<file path="src/rtl/vga_capture.sv">
// VGA pin-level capture: recovers line/frame timing, verifies it against the configured
// geometry and emits active pixels with coordinates. Define VGA_CAPTURE_CHECKSUM_EN for frame_sum.
module vga_capture #(
    parameter int H_ACTIVE = 640,
    parameter int V_ACTIVE = 480,
    parameter int H_TOTAL  = 800,
    parameter int V_TOTAL  = 525
) (
    input  logic        clk,
    input  logic        rst,
    input  logic        vga_hsync,
    input  logic        vga_vsync,
    input  logic        vga_blank_n,
    input  logic [7:0]  vga_r,
    input  logic [7:0]  vga_g,
    input  logic [7:0]  vga_b,
    output logic        pix_valid,
    output logic [9:0]  pix_x,
    output logic [9:0]  pix_y,
    output logic [23:0] pix_data,
    output logic        frame_start,
    output logic        locked,
    output logic        err,
    output logic [7:0]  err_cnt,
    output logic [31:0] frame_sum
);

    localparam logic [1:0] ST_SEARCH  = 2'd0;
    localparam logic [1:0] ST_ACQUIRE = 2'd1;
    localparam logic [1:0] ST_LOCKED  = 2'd2;

    localparam logic [10:0] HCNT_MAX   = 11'h7FF;
    localparam logic [9:0]  LINE_MAX   = 10'h3FF;
    localparam logic [11:0] H_TOTAL_L  = 12'(H_TOTAL);
    localparam logic [10:0] H_ACTIVE_L = 11'(H_ACTIVE);
    localparam logic [9:0]  V_TOTAL_L  = 10'(V_TOTAL);
    localparam logic [9:0]  V_ACTIVE_L = 10'(V_ACTIVE);

    // Input sampling (S1) and edge-detect history (S2)
    logic        hs_s1_q, vs_s1_q, bl_s1_q;
    logic [23:0] rgb_s1_q;
    logic        hs_s2_q, vs_s2_q;

    // Timing recovery
    logic [10:0] hcnt_q, hcnt_d;
    logic [10:0] run_q, run_d;
    logic [9:0]  vcnt_q, vcnt_d;
    logic [9:0]  act_q, act_d;
    logic [1:0]  state_q, state_d;
    logic        acq_bad_q, acq_bad_d;

    // Output registers
    logic        pix_valid_q, pix_valid_d;
    logic [9:0]  pix_x_q, pix_x_d;
    logic [9:0]  pix_y_q, pix_y_d;
    logic [23:0] pix_data_q, pix_data_d;
    logic        frame_start_q, frame_start_d;
    logic        err_q;
    logic [7:0]  err_cnt_q, err_cnt_d;

    logic        hs_fall, vs_fall;
    logic [11:0] line_len;
    logic        line_has_px;
    logic [9:0]  act_line;
    logic [9:0]  lines_meas;
    logic [10:0] x_cur;
    logic [9:0]  y_cur;
    logic        line_err, frame_err, sat_err, range_err;
    logic        err_now;

    assign hs_fall = hs_s2_q & ~hs_s1_q;
    assign vs_fall = vs_s2_q & ~vs_s1_q;

    // The line that ends on an hsync fall is accounted for before any coincident frame check.
    assign line_len    = {1'b0, hcnt_q} + 12'd1;
    assign line_has_px = (run_q != 11'd0);
    assign act_line    = (hs_fall && line_has_px && act_q != LINE_MAX) ? act_q + 10'd1 : act_q;
    assign lines_meas  = (hs_fall && vcnt_q != LINE_MAX) ? vcnt_q + 10'd1 : vcnt_q;

    // The cycle of an hsync fall is the first cycle of the new line
    assign x_cur = hs_fall ? 11'd0 : run_q;
    assign y_cur = vs_fall ? 10'd0 : act_line;

    assign line_err  = hs_fall && ((line_len != H_TOTAL_L) ||
                                   (line_has_px && run_q != H_ACTIVE_L));
    assign frame_err = vs_fall && ((lines_meas != V_TOTAL_L) || (act_line != V_ACTIVE_L));
    assign sat_err   = !hs_fall && (hcnt_q == HCNT_MAX - 11'd1);
    assign range_err = bl_s1_q && ((x_cur >= H_ACTIVE_L) || (y_cur >= V_ACTIVE_L));

    assign err_now = (state_q != ST_SEARCH) && (line_err || frame_err || sat_err || range_err);

    always_comb begin
        // NOTE: every always_comb output gets a default first so no path can infer a latch.
        state_d   = state_q;
        acq_bad_d = acq_bad_q;
        case (state_q)
            ST_SEARCH: begin
                if (vs_fall) begin
                    state_d   = ST_ACQUIRE;
                    acq_bad_d = 1'b0;
                end
            end
            ST_ACQUIRE: begin
                if (vs_fall) begin
                    acq_bad_d = 1'b0;
                    if (!acq_bad_q && !err_now) begin
                        state_d = ST_LOCKED;
                    end
                end else if (err_now) begin
                    acq_bad_d = 1'b1;
                end
            end
            ST_LOCKED: begin
                if (err_now) begin
                    state_d = ST_SEARCH;
                end
            end
            default: state_d = ST_SEARCH;
        endcase
    end

    always_comb begin
        hcnt_d = hs_fall ? 11'd0 : ((hcnt_q == HCNT_MAX) ? HCNT_MAX : hcnt_q + 11'd1);
        if (hs_fall) begin
            run_d = {10'd0, bl_s1_q};
        end else if (bl_s1_q && run_q != HCNT_MAX) begin
            run_d = run_q + 11'd1;
        end else begin
            run_d = run_q;
        end
        vcnt_d = vs_fall ? 10'd0 : lines_meas;
        act_d  = vs_fall ? 10'd0 : act_line;
    end

    always_comb begin
        // A pixel coinciding with a mismatch is dropped together with the lock
        pix_valid_d   = (state_q == ST_LOCKED) && !err_now && bl_s1_q;
        pix_x_d       = pix_valid_d ? x_cur[9:0] : pix_x_q;
        pix_y_d       = pix_valid_d ? y_cur : pix_y_q;
        pix_data_d    = pix_valid_d ? rgb_s1_q : pix_data_q;
        frame_start_d = vs_fall && (state_d == ST_LOCKED);
        err_cnt_d     = (err_now && err_cnt_q != 8'hFF) ? err_cnt_q + 8'd1 : err_cnt_q;
    end

    always_ff @(posedge clk) begin
        // NOTE: sequential state uses non-blocking assignments so every register sees pre-edge values.
        if (rst) begin
            hs_s1_q       <= 1'b0;
            vs_s1_q       <= 1'b0;
            bl_s1_q       <= 1'b0;
            rgb_s1_q      <= '0;
            hs_s2_q       <= 1'b0;
            vs_s2_q       <= 1'b0;
            hcnt_q        <= '0;
            run_q         <= '0;
            vcnt_q        <= '0;
            act_q         <= '0;
            state_q       <= ST_SEARCH;
            acq_bad_q     <= 1'b0;
            pix_valid_q   <= 1'b0;
            pix_x_q       <= '0;
            pix_y_q       <= '0;
            pix_data_q    <= '0;
            frame_start_q <= 1'b0;
            err_q         <= 1'b0;
            err_cnt_q     <= '0;
        end else begin
            hs_s1_q       <= vga_hsync;
            vs_s1_q       <= vga_vsync;
            bl_s1_q       <= vga_blank_n;
            rgb_s1_q      <= {vga_r, vga_g, vga_b};
            hs_s2_q       <= hs_s1_q;
            vs_s2_q       <= vs_s1_q;
            hcnt_q        <= hcnt_d;
            run_q         <= run_d;
            vcnt_q        <= vcnt_d;
            act_q         <= act_d;
            state_q       <= state_d;
            acq_bad_q     <= acq_bad_d;
            pix_valid_q   <= pix_valid_d;
            pix_x_q       <= pix_x_d;
            pix_y_q       <= pix_y_d;
            pix_data_q    <= pix_data_d;
            frame_start_q <= frame_start_d;
            err_q         <= err_now;
            err_cnt_q     <= err_cnt_d;
        end
    end

`ifdef VGA_CAPTURE_CHECKSUM_EN
    logic [31:0] acc_q, acc_d;
    logic [31:0] frame_sum_q, frame_sum_d;
    logic [31:0] acc_add;

    assign acc_add = pix_valid_d ? {8'd0, rgb_s1_q} : 32'd0;

    // The accumulator only runs while locked, so it starts every locked frame from zero
    always_comb begin
        acc_d       = acc_q;
        frame_sum_d = frame_sum_q;
        if (state_q != ST_LOCKED) begin
            acc_d = 32'd0;
        end else if (vs_fall) begin
            frame_sum_d = acc_q;
            acc_d       = acc_add;
        end else begin
            acc_d = acc_q + acc_add;
        end
    end

    always_ff @(posedge clk) begin
        if (rst) begin
            acc_q       <= '0;
            frame_sum_q <= '0;
        end else begin
            acc_q       <= acc_d;
            frame_sum_q <= frame_sum_d;
        end
    end

    assign frame_sum = frame_sum_q;
`else
    assign frame_sum = 32'd0;
`endif

    assign pix_valid   = pix_valid_q;
    assign pix_x       = pix_x_q;
    assign pix_y       = pix_y_q;
    assign pix_data    = pix_data_q;
    assign frame_start = frame_start_q;
    assign locked      = (state_q == ST_LOCKED);
    assign err         = err_q;
    assign err_cnt     = err_cnt_q;

endmodule

</file>
<file path="config.mk">
export PLATFORM = sky130hd
export DESIGN_NAME = vga_capture
export DESIGN_NICKNAME = d
export VERILOG_FILES = /design/src/rtl/vga_capture.sv
export SDC_FILE = /design/constraint.sdc
export NUM_CORES = 1
export LEC_CHECK = 0
export BUFFER_PORTS_ARGS = -buffer_cell sky130_fd_sc_hd__buf_2
export CAP_MARGIN = 20
export CORE_AREA = 8 8 123 125
export CTS_CLUSTER_DIAMETER = 120
export DETAILED_ROUTE_END_ITERATION = 6
export DIE_AREA = 0 0 131 133
export GPL_ROUTABILITY_DRIVEN = 0
export MAX_ROUTING_LAYER = met4
export PLACE_DENSITY = 0.67
export SLEW_MARGIN = 20
export SYNTH_ARGS = -nofsm -noshare
export SYNTH_HDL_FRONTEND = slang
export SYNTH_SLANG_ARGS = --single-unit
</file>
<file path="constraint.sdc">
create_clock -name clk -period 6.2 [get_ports clk]
set_clock_uncertainty 0.1 [all_clocks]
set_input_delay 1.24 -clock clk [delete_from_list [all_inputs] [get_ports clk]]
set_output_delay 1.24 -clock clk [all_outputs]
set_load 0.05 [all_outputs]
</file>
==> results of run 1 <==
==> flip-flops by register name, indices dropped and copies added, names as in the netlist, 2 cells and up <==
name	cells
pix_y	10
run_q	11
err_cnt	8
rgb_s1_q	24
pix_x	10
hcnt_q	11
vcnt_q	10
act_q	10
state_q	2
pix_data	24
==> metal layers <==
metal | routed length [um] | part of all wire [%] | vias up | track usage (%)
met3 | 659 | 5.4 | 16 | 4.379
met5 | 0 | 0 | - | -
li1 | - | - | 2260 | -
met1 | 5519 | 45 | 2123 | 17.42
met4 | 175 | 1.4 | 0 | 5.999
met2 | 5957 | 48 | 109 | 23.68
==> cell usage in the layout (no fill, tap or decap), types with 19 or more instances in the layout <==
master,synthesis,routed
o21ai_0,19,19
buf_2,6,84
nor2b_1,34,34
a21oi_1,28,28
nand2_1,28,28
dfxtp_1,129,129
mux2i_1,35,35
nor2_1,83,83
nand3_1,23,23
conb_1,1,32
==> critical path, delay by kind of cell, from the launching register on <==
family                     cells  cell delay, ns
and+or+nand+nor                5            1.48
adders and majority gates      1            0.38
DFF                            1            0.42
AOI/OAI and AO/OA              3            1.06
muxes                          1            0.28
==> stage by stage <==
step           instance area, um2  util (%)  setup slack (ns)  power, mW
6_report                     6716     51.33             2.341      1.946
3_3_place_gp                 6113     46.72             2.422     0.9663
4_1_cts                      6716     51.33             2.379      1.966
2_1_floorplan                5952         -             3.352     0.9689
3_5_place_dp                 6113     46.72             2.399     0.9689
5_1_grt                      6716     51.33             2.060      2.021
==> synth_stat cells (8+ instances only) <==
master / count / area (um2)
a21oi_1: 28 / 140.1
a31oi_1: 17 / 106.4
and3_1: 13 / 81.33
buf_4: 36 / 270.3
clkbuf_1: 15 / 56.30
dfxtp_1: 129 / 2582
inv_1: 8 / 30.03
mux2i_1: 35 / 350.3
nand2_1: 28 / 105.1
nand2b_1: 10 / 62.56
nand3_1: 23 / 115.1
nand4_1: 13 / 81.33
nor2_1: 83 / 311.6
nor2b_1: 34 / 212.7
nor3_1: 12 / 60.06
o21a_1: 9 / 67.56
o21ai_0: 19 / 95.09
or3_1: 8 / 50.05
xnor2_1: 12 / 105.1
xor2_1: 12 / 105.1
==> cell families after synthesis <==
kind of cell | count (synthesis) | share of synthesized area (%)
flip-flops | 129 | 44.25
buffers and inverters | 79 | 8.983
XOR/XNOR | 24 | 3.602
other | 1 | 0.06426
multiplexers | 35 | 6.003
adder cells (fa/ha/maj) | 7 | 1.501
AND/OR/NAND/NOR | 266 | 24.87
AO/OA/AOI/OAI | 95 | 10.72
==> area by class of cell <==
| cell class | instances | share of cell area (%) |
|---|---|---|
| timing repair buffer | 86 | 6.483 |
| clock buffer | 19 | 6.744 |
| clock inverter | 13 | 2.235 |
| inverter | 8 | 0.4471 |
| tap | 176 | 3.279 |
| multi-input combinational | 459 | 42.36 |
| sequential | 129 | 38.45 |
==> power by group <==
group	switching (mW)	leakage (nW)	internal, mW
registers	0.00837	1.05	0.843
logic	0.0768	1.39	0.0236
clock network	0.375	0.280	0.620
total	0.460	2.72	1.49
==> how the worst max path moves through the flow <==
stage | startpoint | endpoint | slack [ns] | cells past startpoint
after CTS | hcnt_q[0] | pix_data[5] | 2.38 | 10
after floorplan | vcnt_q[0] | pix_data[10] | 3.35 | 13
after global routing | hcnt_q[0] | pix_y[3] | 2.06 | 10
final | hcnt_q[0] | pix_data[5] | 2.34 | 10
after detailed placement | hcnt_q[0] | pix_data[5] | 2.40 | 10
after global placement | hcnt_q[0] | pix_data[19] | 2.42 | 10
==> results.md, run 1 <==
- Initial antenna violation count: 0
- Maximum achievable frequency: 259.1 MHz
- VDD IR-drop max: 228.8 uV
- Clk_lat worst skew: 0.41 ns
- Initial DRC count: 242
- Number of buffers created by CTS: 17
- Worst Tran Pin Value: ~0.9 ns
- Avg Cell Area, Syn: 9.175 um2
- Share of cells above drive strength 1: approximately a fifth
- Pwr dens: 289.8 nW/um2
- Critical path data arrival time: roughly 4.0 ns
- P_leak: about 2.7 nW
- Io pins: around 120
- Worst hold margin: 0.3685 ns
- Antenna cell count: 0
- Ys async rst share: 0%
- Total length of routed wires: 12310 um
- Remaining Overflow, GRT: 0
- Number of vias per cell: 5.065
- Synth Warn #: 0
- Crit path cell chain: ha_1, nand2_1, nor4_1, and3_2, o2111ai_1, o21ai_0, o2111ai_4, nor2_8, mux2i_1, nor2_1
- Unique cell type count in the Yosys netlist: 70
- I/O Buffers: 84
- Fin cells: 890
- Slew Limit Headroom: approximately two fifths
- Maximum fanout along the worst path: 50
- Worst hold path endpoint: pix_data[15]
- CP Launch Type: register
- Post_cts resized: 0
- Primary FF master, synth: dfxtp_1
- EDFF count, synth: 0
- Reg2reg setup slack: 2.34 ns
- Synth Cell Area: 5836 um2
- Area Growth Syn to Fin: 15.09%
- Number of global-route vias before repair: 4458
- CTS H-tree depth: 4
- Multi-input gate area: 2845 um2
- # rows: 42
- Sequential fraction of the synthesis area: 44.25%
- Post-Synthesis Cells: 636
- Clk pin slew, worst setup/hold paths: 0.06 ns
- CTS Buffer Depth: 2
- Crit end category: register
- Worst Hold Launch: rgb_s1_q[15]
- Vias: ~4500
- Fill cells: around 1200
- Fin crit share: between 60 and 70%
- Max-cap violation count: 0
- Pin count of the biggest net entering global routing: 66
- Period minus WS final: 3.859 ns
- Initial DRT Pass Iterations: 5
- Die area: approximately 17000 um2
- Die width: 131 um
- Worst Path Required: 6.37 ns
- CP max stage delay: 0.77 ns
- CP Class: register to register
- Routed Antenna Nets: 0
- RSZ-0062 raised after global routing: false
- CTS tree: yes
- Final HPWL DP: 8622 um
- Post-CTS setup buffers: 0
- Root Buffer: clkbuf_16
- GRT Total Usage: 15.00%
- Register area: 2582 um2
- FF-to-FF path depth: 10
- First-pass GRT wire length: 20720 um
- Status: completed
- Reg-to-reg critical path endpoint: pix_data[5]
- Residual DRC count: 0
- Cell count after placement: 858
- Worst min path class: register to register
- CORE AREA: 13090 um2
- Final nets: about 740
- Final Hold Viols: 0
- Hold-fix buffers, CTS: 0
- Final TNS setup: 0 ns
- Hold Path Depth: 2
- Slowest CP cell: nor2_8
- Final setup vio count: 0
- Yosys reg bits: 129
- Slew Viols, Final: 0
- Launching point of the worst reg2reg path: hcnt_q[0]
- DR WL/cell: approximately 14 um
- Die Y-Extent: 133 um
- Clk sinks: 129
- Starting Density: 44.60%
Power figures use the tool's default switching activity.
==> run 2, diff against run 1 <==
Settings changed: PLACE_DENSITY 0.67 to 0.69.
Clock period 6.2 ns to 3.2 ns, I/O delays scaled along.
==> run 2 against run 1 <==
Register-to-register slack lost 2.2 ns. Hold slack worse by 0.039 ns. First-iteration DRC count rose by 32%. Non-clock buffer count rose by 24. Sequential share of layout area down 0.89 points. Maximum frequency rose by 26%. Wire length up 5.5%. Global-route usage up 0.36 points. Total power rose by 84%. Final cell count increased by 2.6%. Combinational power increased by 110%. Critical path type unchanged.
==> results.md, run 2 (synthesized netlist as in run 1, its figures left out) <==
- Fill cells: 1151 (-2.8%)
- Worst Tran Pin Value: 0.8704 ns (-0.02703 ns)
- Final setup vio count: 0 (unchanged)
- Total length of routed wires: 12990 um (+5.5%)
- Die Y-Extent: 133 um (unchanged)
- Clk sinks: 129 (unchanged)
- Routed Antenna Nets: 0 (unchanged)
- Status: completed
- # rows: 42 (unchanged)
- Io pins: 117 (unchanged)
- P_leak: 2.813 nW (+3.4%)
- Maximum fanout along the worst path: 8 (-84%)
- Remaining Overflow, GRT: 0 (unchanged)
- Most frequent CP cell: buf_4
- VDD IR-drop max: 309.0 uV (+35%)
- Top Metal Used: met4
- Area Growth Syn to Fin: 17.88%
- Number of global-route vias before repair: 4561 (+2.3%)
- CORE AREA: 13090 um2 (unchanged)
- Worst min path class: primary input to register
- Final instance area: 6879 um2 (+2.4%)
- Slew Viols, Final: 0 (unchanged)
- Cell count after placement: 874 (+1.9%)
- CP Launch Type: register
- Slew Limit Headroom: 41.97% (+1.8 points)
- Final TNS setup: 0 ns (unchanged)
- Fin crit share: 95.72% (+33 points)
- Period minus WS final: 3.063 ns (-0.7961 ns)
- Residual DRC count: 0 (unchanged)
- Pin count of the biggest net entering global routing: 61 (-7.6%)
- Die area: 17420 um2 (unchanged)
- GRT Total Usage: 15.36% (+0.36 points)
- Initial DRT Pass Iterations: 4 (-1)
- CTS Buffer Depth: 2 (unchanged)
- Share of cells above drive strength 1: 23.34% (+3.7 points)
- Crit path cell chain: inv_2, ha_2, nor4b_4, buf_4, nand3_2, nor4bb_1, or3_4, o22a_4, o21ai_4, o21ai_2, buf_4, or4_4, a21oi_2
- Crit-path leading delay family: simple AND/OR/NAND/NOR gates
- Number of buffers created by CTS: 17 (unchanged)
- DR WL/cell: 14.22 um (+2.8%)
- Worst hold margin: 0.3293 ns (-0.03916 ns)
- Register area: 2584 um2 (about the same)
- CP Class: register to register
- Clk pin slew, worst setup/hold paths: 0.06 ns (about the same)
- Initial DRC count: 320 (+32%)
- Number of vias per cell: 5.068 (about the same)
- Commonest non-fill, non-tap cells in the layout: 128 x dfxtp_1, 84 x buf_2, 83 x nor2_1
- Clk_lat worst skew: 0.42 ns (about the same)
- Maximum achievable frequency: 326.5 MHz (+26%)
- Slowest CP cell: or4_4
- Max-cap violation count: 0 (unchanged)
- Pwr dens: 519.2 nW/um2 (+79%)
- Critical path data arrival time: 3.31 ns (-0.72 ns)
- Post-DP Area: 6246 um2 (+2.2%)
- CP max stage delay: 0.51 ns (-0.26 ns)
- Leading cell type in the layout, fill and taps excluded: dfxtp_1
- Die width: 131 um (unchanged)
- Root Buffer: clkbuf_16
- CTS tree: yes
- First-pass GRT wire length: 21090 um (+1.8%)
- Crit end category: register
- Final nets: 761 (+3.3%)
- Met1 wire length: 5636 um (+2.1%)
- Multi-input gate area: 2883 um2 (+1.3%)
- Starting Density: 44.60% (unchanged)
- WL met2: 6365 um (+6.8%)
- Final Hold Viols: 0 (unchanged)
- DR WL met3: 828 um (+26%)
- CP bufs+invs: 3 (+3)
- Fin cells: 913 (+2.6%)
- Antenna cell count: 0 (unchanged)
- Vias: 4627 (+2.6%)
- CTS H-tree depth: 4 (unchanged)
- I/O Buffers: 84 (unchanged)
- Worst Path Required: 3.45 ns (-2.92 ns)
- Layout Utilization: 52.57% (+1.2 points)
- Final HPWL DP: 9197 um (+6.7%)
- Initial antenna violation count: 0 (unchanged)
-- run 2: stage by stage --
stage,power [mW],worst slack [ns]
2_1_floorplan,1.877,0.3523
3_3_place_gp,1.878,0.1088
3_5_place_dp,1.884,-0.05059
4_1_cts,3.605,0.009945
5_1_grt,3.703,-0.001551
6_report,3.571,0.1368
-- run 2: area by class of cell --
cell class / count / area share (%)
multi-input cells: 459 / 41.91
flip-flops and latches: 129 / 37.56
repair buffers: 110 / 9.185
clock buffers: 19 / 6.439
well taps: 176 / 3.201
clock inverters: 12 / 1.273
inverters: 8 / 0.4365
-- run 2: path summary, 6_finish.rpt --
kind	start	to	slack (ns)	cells after the start
hold reg to reg	rgb_s1_q[12]	pix_data[12]	0.37	2
setup / recovery	run_q[1]	err_cnt[7]	0.14	13
setup reg to reg	run_q[1]	err_cnt[7]	0.14	13
hold / removal	vga_b[0]	rgb_s1_q[0]	0.33	2
-- run 2: report_power, final --
part | leakage, nW | switching, mW | internal (mW)
clock | 0.248 | 0.709 | 1.00
combinational | 1.52 | 0.154 | 0.0540
sequential | 1.05 | 0.0164 | 1.63
total | 2.81 | 0.880 | 2.69
-- run 2: per-layer routing --
layer  GRT usage (%)  up-vias
met5               -        -
met4           5.552        0
met3           5.223       14
met2           24.22      126
met1           17.66     2183
li1                -     2304
-- run 2: repair_timing --
item,4_1_cts,5_1_grt
pin swaps,0,2
endpoints found under the setup margin,17,40
gates cloned,0,0
hold buffers,0,0
buffers inserted,1,7
gates resized for setup,1,13
==> run 3, diff against run 2 <==
Settings changed: CORE_AREA 8 8 123 125 to 8 8 96 162, DIE_AREA 0 0 131 133 to 0 0 104 170.
==> run 3 against run 2 <==
Combinational power fell by 3%. Setup slack got worse by 0.020 ns. Die area rose by 1.5%. Critical path depth did not move. Global-route usage rose by 0.10 points. Largest power group unchanged. Highest routed layer unchanged.
==> results.md, run 3 (synthesized netlist as in run 1, its figures left out) <==
- FF-to-FF path depth: 13 (unchanged)
- Final setup vio count: 0 (unchanged)
- Reg2reg setup slack: 0.12 ns (-0.02 ns)
- Hold-fix buffers, CTS: 0 (unchanged)
- Number of vias per cell: 5.143 (+1.5%)
- GRT Total Usage: 15.46% (+0.10 points)
- Int Pwr: 2.841 mW (+5.5%)
- CTS Buffer Depth: 2 (unchanged)
- Worst Tran Pin Value: 0.8390 ns (-0.03137 ns)
- Clk sinks: 129 (unchanged)
- Number of global-route vias before repair: 4741 (+3.9%)
- # rows: 56 (+33%)
- Hold Path Depth: 2 (unchanged)
- Share of cells above drive strength 1: 22.72% (-0.62 points)
- Sequential power share: 43.9% (-2.3 points)
- CP Class: register to register
- Period minus WS final: 3.084 ns (+0.02045 ns)
- Critical path data arrival time: 3.26 ns (-0.05 ns)
- CORE AREA: 13310 um2 (+1.7%)
- Remaining Overflow, GRT: 0 (unchanged)
- CTS tree: yes
- Final nets: 758 (-0.39%)
- Crit path cell chain: inv_1, ha_1, nor4b_4, a31oi_4, and2_2, nand4_1, a221oi_2, a31oi_1, buf_4, nor2_8, clkbuf_16, mux2i_1, nor2_1
- VDD IR-drop max: 459.4 uV (+49%)
- Root Buffer: clkbuf_16
- Initial DRC count: 265 (-17%)
- Area Growth Syn to Fin: 18.91%
- Design Power: 3.756 mW (+5.2%)
- First-pass GRT wire length: 22060 um (+4.6%)
- Die width: 104 um (-21%)
- Fin crit share: 96.36% (+0.64 points)
- Worst Path Required: 3.38 ns (-0.07 ns)
- Die Y-Extent: 170 um (+28%)
- Max-cap violation count: 0 (unchanged)
- Starting Density: 43.83% (-0.76 points)
- Slew Limit Headroom: 44.06% (+2.1 points)
- Initial DRT Pass Iterations: 4 (unchanged)
- Clock share of power: 50.8% (+2.8 points)
- I/O Buffers: 84 (unchanged)
- Final Hold Viols: 0 (unchanged)
- Layout Utilization: 52.12% (-0.45 points)
- Initial antenna violation count: 0 (unchanged)
- Worst min path class: primary input to register
- Slew Viols, Final: 0 (unchanged)
- Number of buffers created by CTS: 17 (unchanged)
- Die area: 17680 um2 (+1.5%)
- Status: completed
- Reg-to-reg critical path endpoint: pix_data[14]
- Fill cells: 1234 (+7.2%)
- Pin count of the biggest net entering global routing: 63 (+3.3%)
- Routed Antenna Nets: 0 (unchanged)
- Post-CTS setup buffers: 0 (-1)
- Vias: 4675 (+1.0%)
- P_leak: 2.839 nW (+0.91%)
- CP max stage delay: 0.36 ns (-0.15 ns)
- Cell count after placement: 875 (+0.11%)
- Maximum fanout along the worst path: 10 (+2)
- Maximum achievable frequency: 324.3 MHz (-0.66%)
- Launching point of the worst reg2reg path: run_q[0]
- Clk_lat worst skew: 0.41 ns (about the same)
- Residual DRC count: 0 (unchanged)
- Commonest non-fill, non-tap cells in the layout: 128 x dfxtp_1, 84 x buf_2, 83 x nor2_1
- Antenna cell count: 0 (unchanged)
- Final TNS setup: 0 ns (unchanged)
- DR WL/cell: 14.93 um (+5.0%)
- Worst Hold Launch: vga_r[0]
- Comb pwr share: 5.3% (-0.5 points)
- Sw frac: 24.36% (-0.27 points)
- CP Launch Type: register
- CTS H-tree depth: 4 (unchanged)
- Io pins: 117 (unchanged)
- Clk pin slew, worst setup/hold paths: 0.06 ns (about the same)
- Pwr dens: 541.3 nW/um2 (+4.3%)
- Total length of routed wires: 13570 um (+4.5%)
- Final HPWL DP: 9806 um (+6.6%)
- Slowest CP cell: dfxtp_1
- Leading cell type in the layout, fill and taps excluded: dfxtp_1
- Worst hold path endpoint: rgb_s1_q[16]
- Fin cells: 909 (-0.44%)
- Crit end category: register
- Net Sw Power: 914.8 uW (+4.0%)
-- run 3: cell count changes in the layout (fill, tap and decap cells not counted), moves of 2 or more --
cell / previous run / this run
inv_6: 2 / 6
buf_4: 24 / 17
bufinv_16: 0 / 2
clkinv_4: 2 / 0
and2_2: 1 / 3
clkbuf_16: 17 / 19
-- run 3: how the worst max path moves through the flow --
stage / start / cells past startpoint / endpoint / slack (ns)
finish: run_q[0] / 13 / pix_data[14] / 0.12
CTS: vcnt_q[0] / 12 / pix_x[1] / 0.05
floorplan: vcnt_q[0] / 13 / pix_data[10] / 0.35
detailed placement: vcnt_q[0] / 12 / pix_x[1] / 0.09
global placement: vcnt_q[0] / 12 / pix_x[0] / 0.16
global route: hs_s1_q / 11 / pix_data[15] / -0.001
-- run 3: through the flow --
step,hold WS [ns],cell area [um2],setup WS [ns]
CTS,0.3231,6860,0.05366
floorplan,0.3403,5952,0.3523
global route,0.3274,6939,-0.001352
finish,0.3305,6939,0.1164
global placement,0.3424,6279,0.1615
detailed placement,0.3593,6279,0.09487
-- run 3: timing repair --
item	CTS	global route
endpoints found under the hold margin	0	0
setup endpoints to repair	0	30
gates resized for setup	0	10
-- run 3: worst max-delay path, delay by kind of cell (launching register included) --
family	cells	cell delay, ns
AOI/OAI and AO/OA	3	0.79
adders and majority gates	1	0.20
and+or+nand+nor	5	0.86
muxes	1	0.18
buffers and inverters	3	0.47
DFF	1	0.36
-- run 3: final cells by class --
cell class / count / area [um2] / share of cell area (%)
multi-input combinational: 459 / 2861 / 41.24
sequential: 129 / 2584 / 37.23
clock inverter: 14 / 152.6 / 2.200
clock buffer: 18 / 429.2 / 6.185
tap: 174 / 217.7 / 3.137
timing repair buffer: 107 / 664.4 / 9.574
inverter: 8 / 30.03 / 0.4327
-- run 3: power groups by stage --
stage	clock network, mW	registers, mW	logic (mW)
global placement	0	1.68	0.195
floorplan	0	1.68	0.197
CTS	1.94	1.65	0.199
global route	2.01	1.65	0.216
detailed placement	0	1.68	0.198
finish	1.91	1.65	0.201
-- run 3: per-layer routing --
layer,track usage [%],wire length [um]
met5,-,0
met4,8.613,313
met3,4.014,563
met2,27.24,7254
met1,15.23,5442
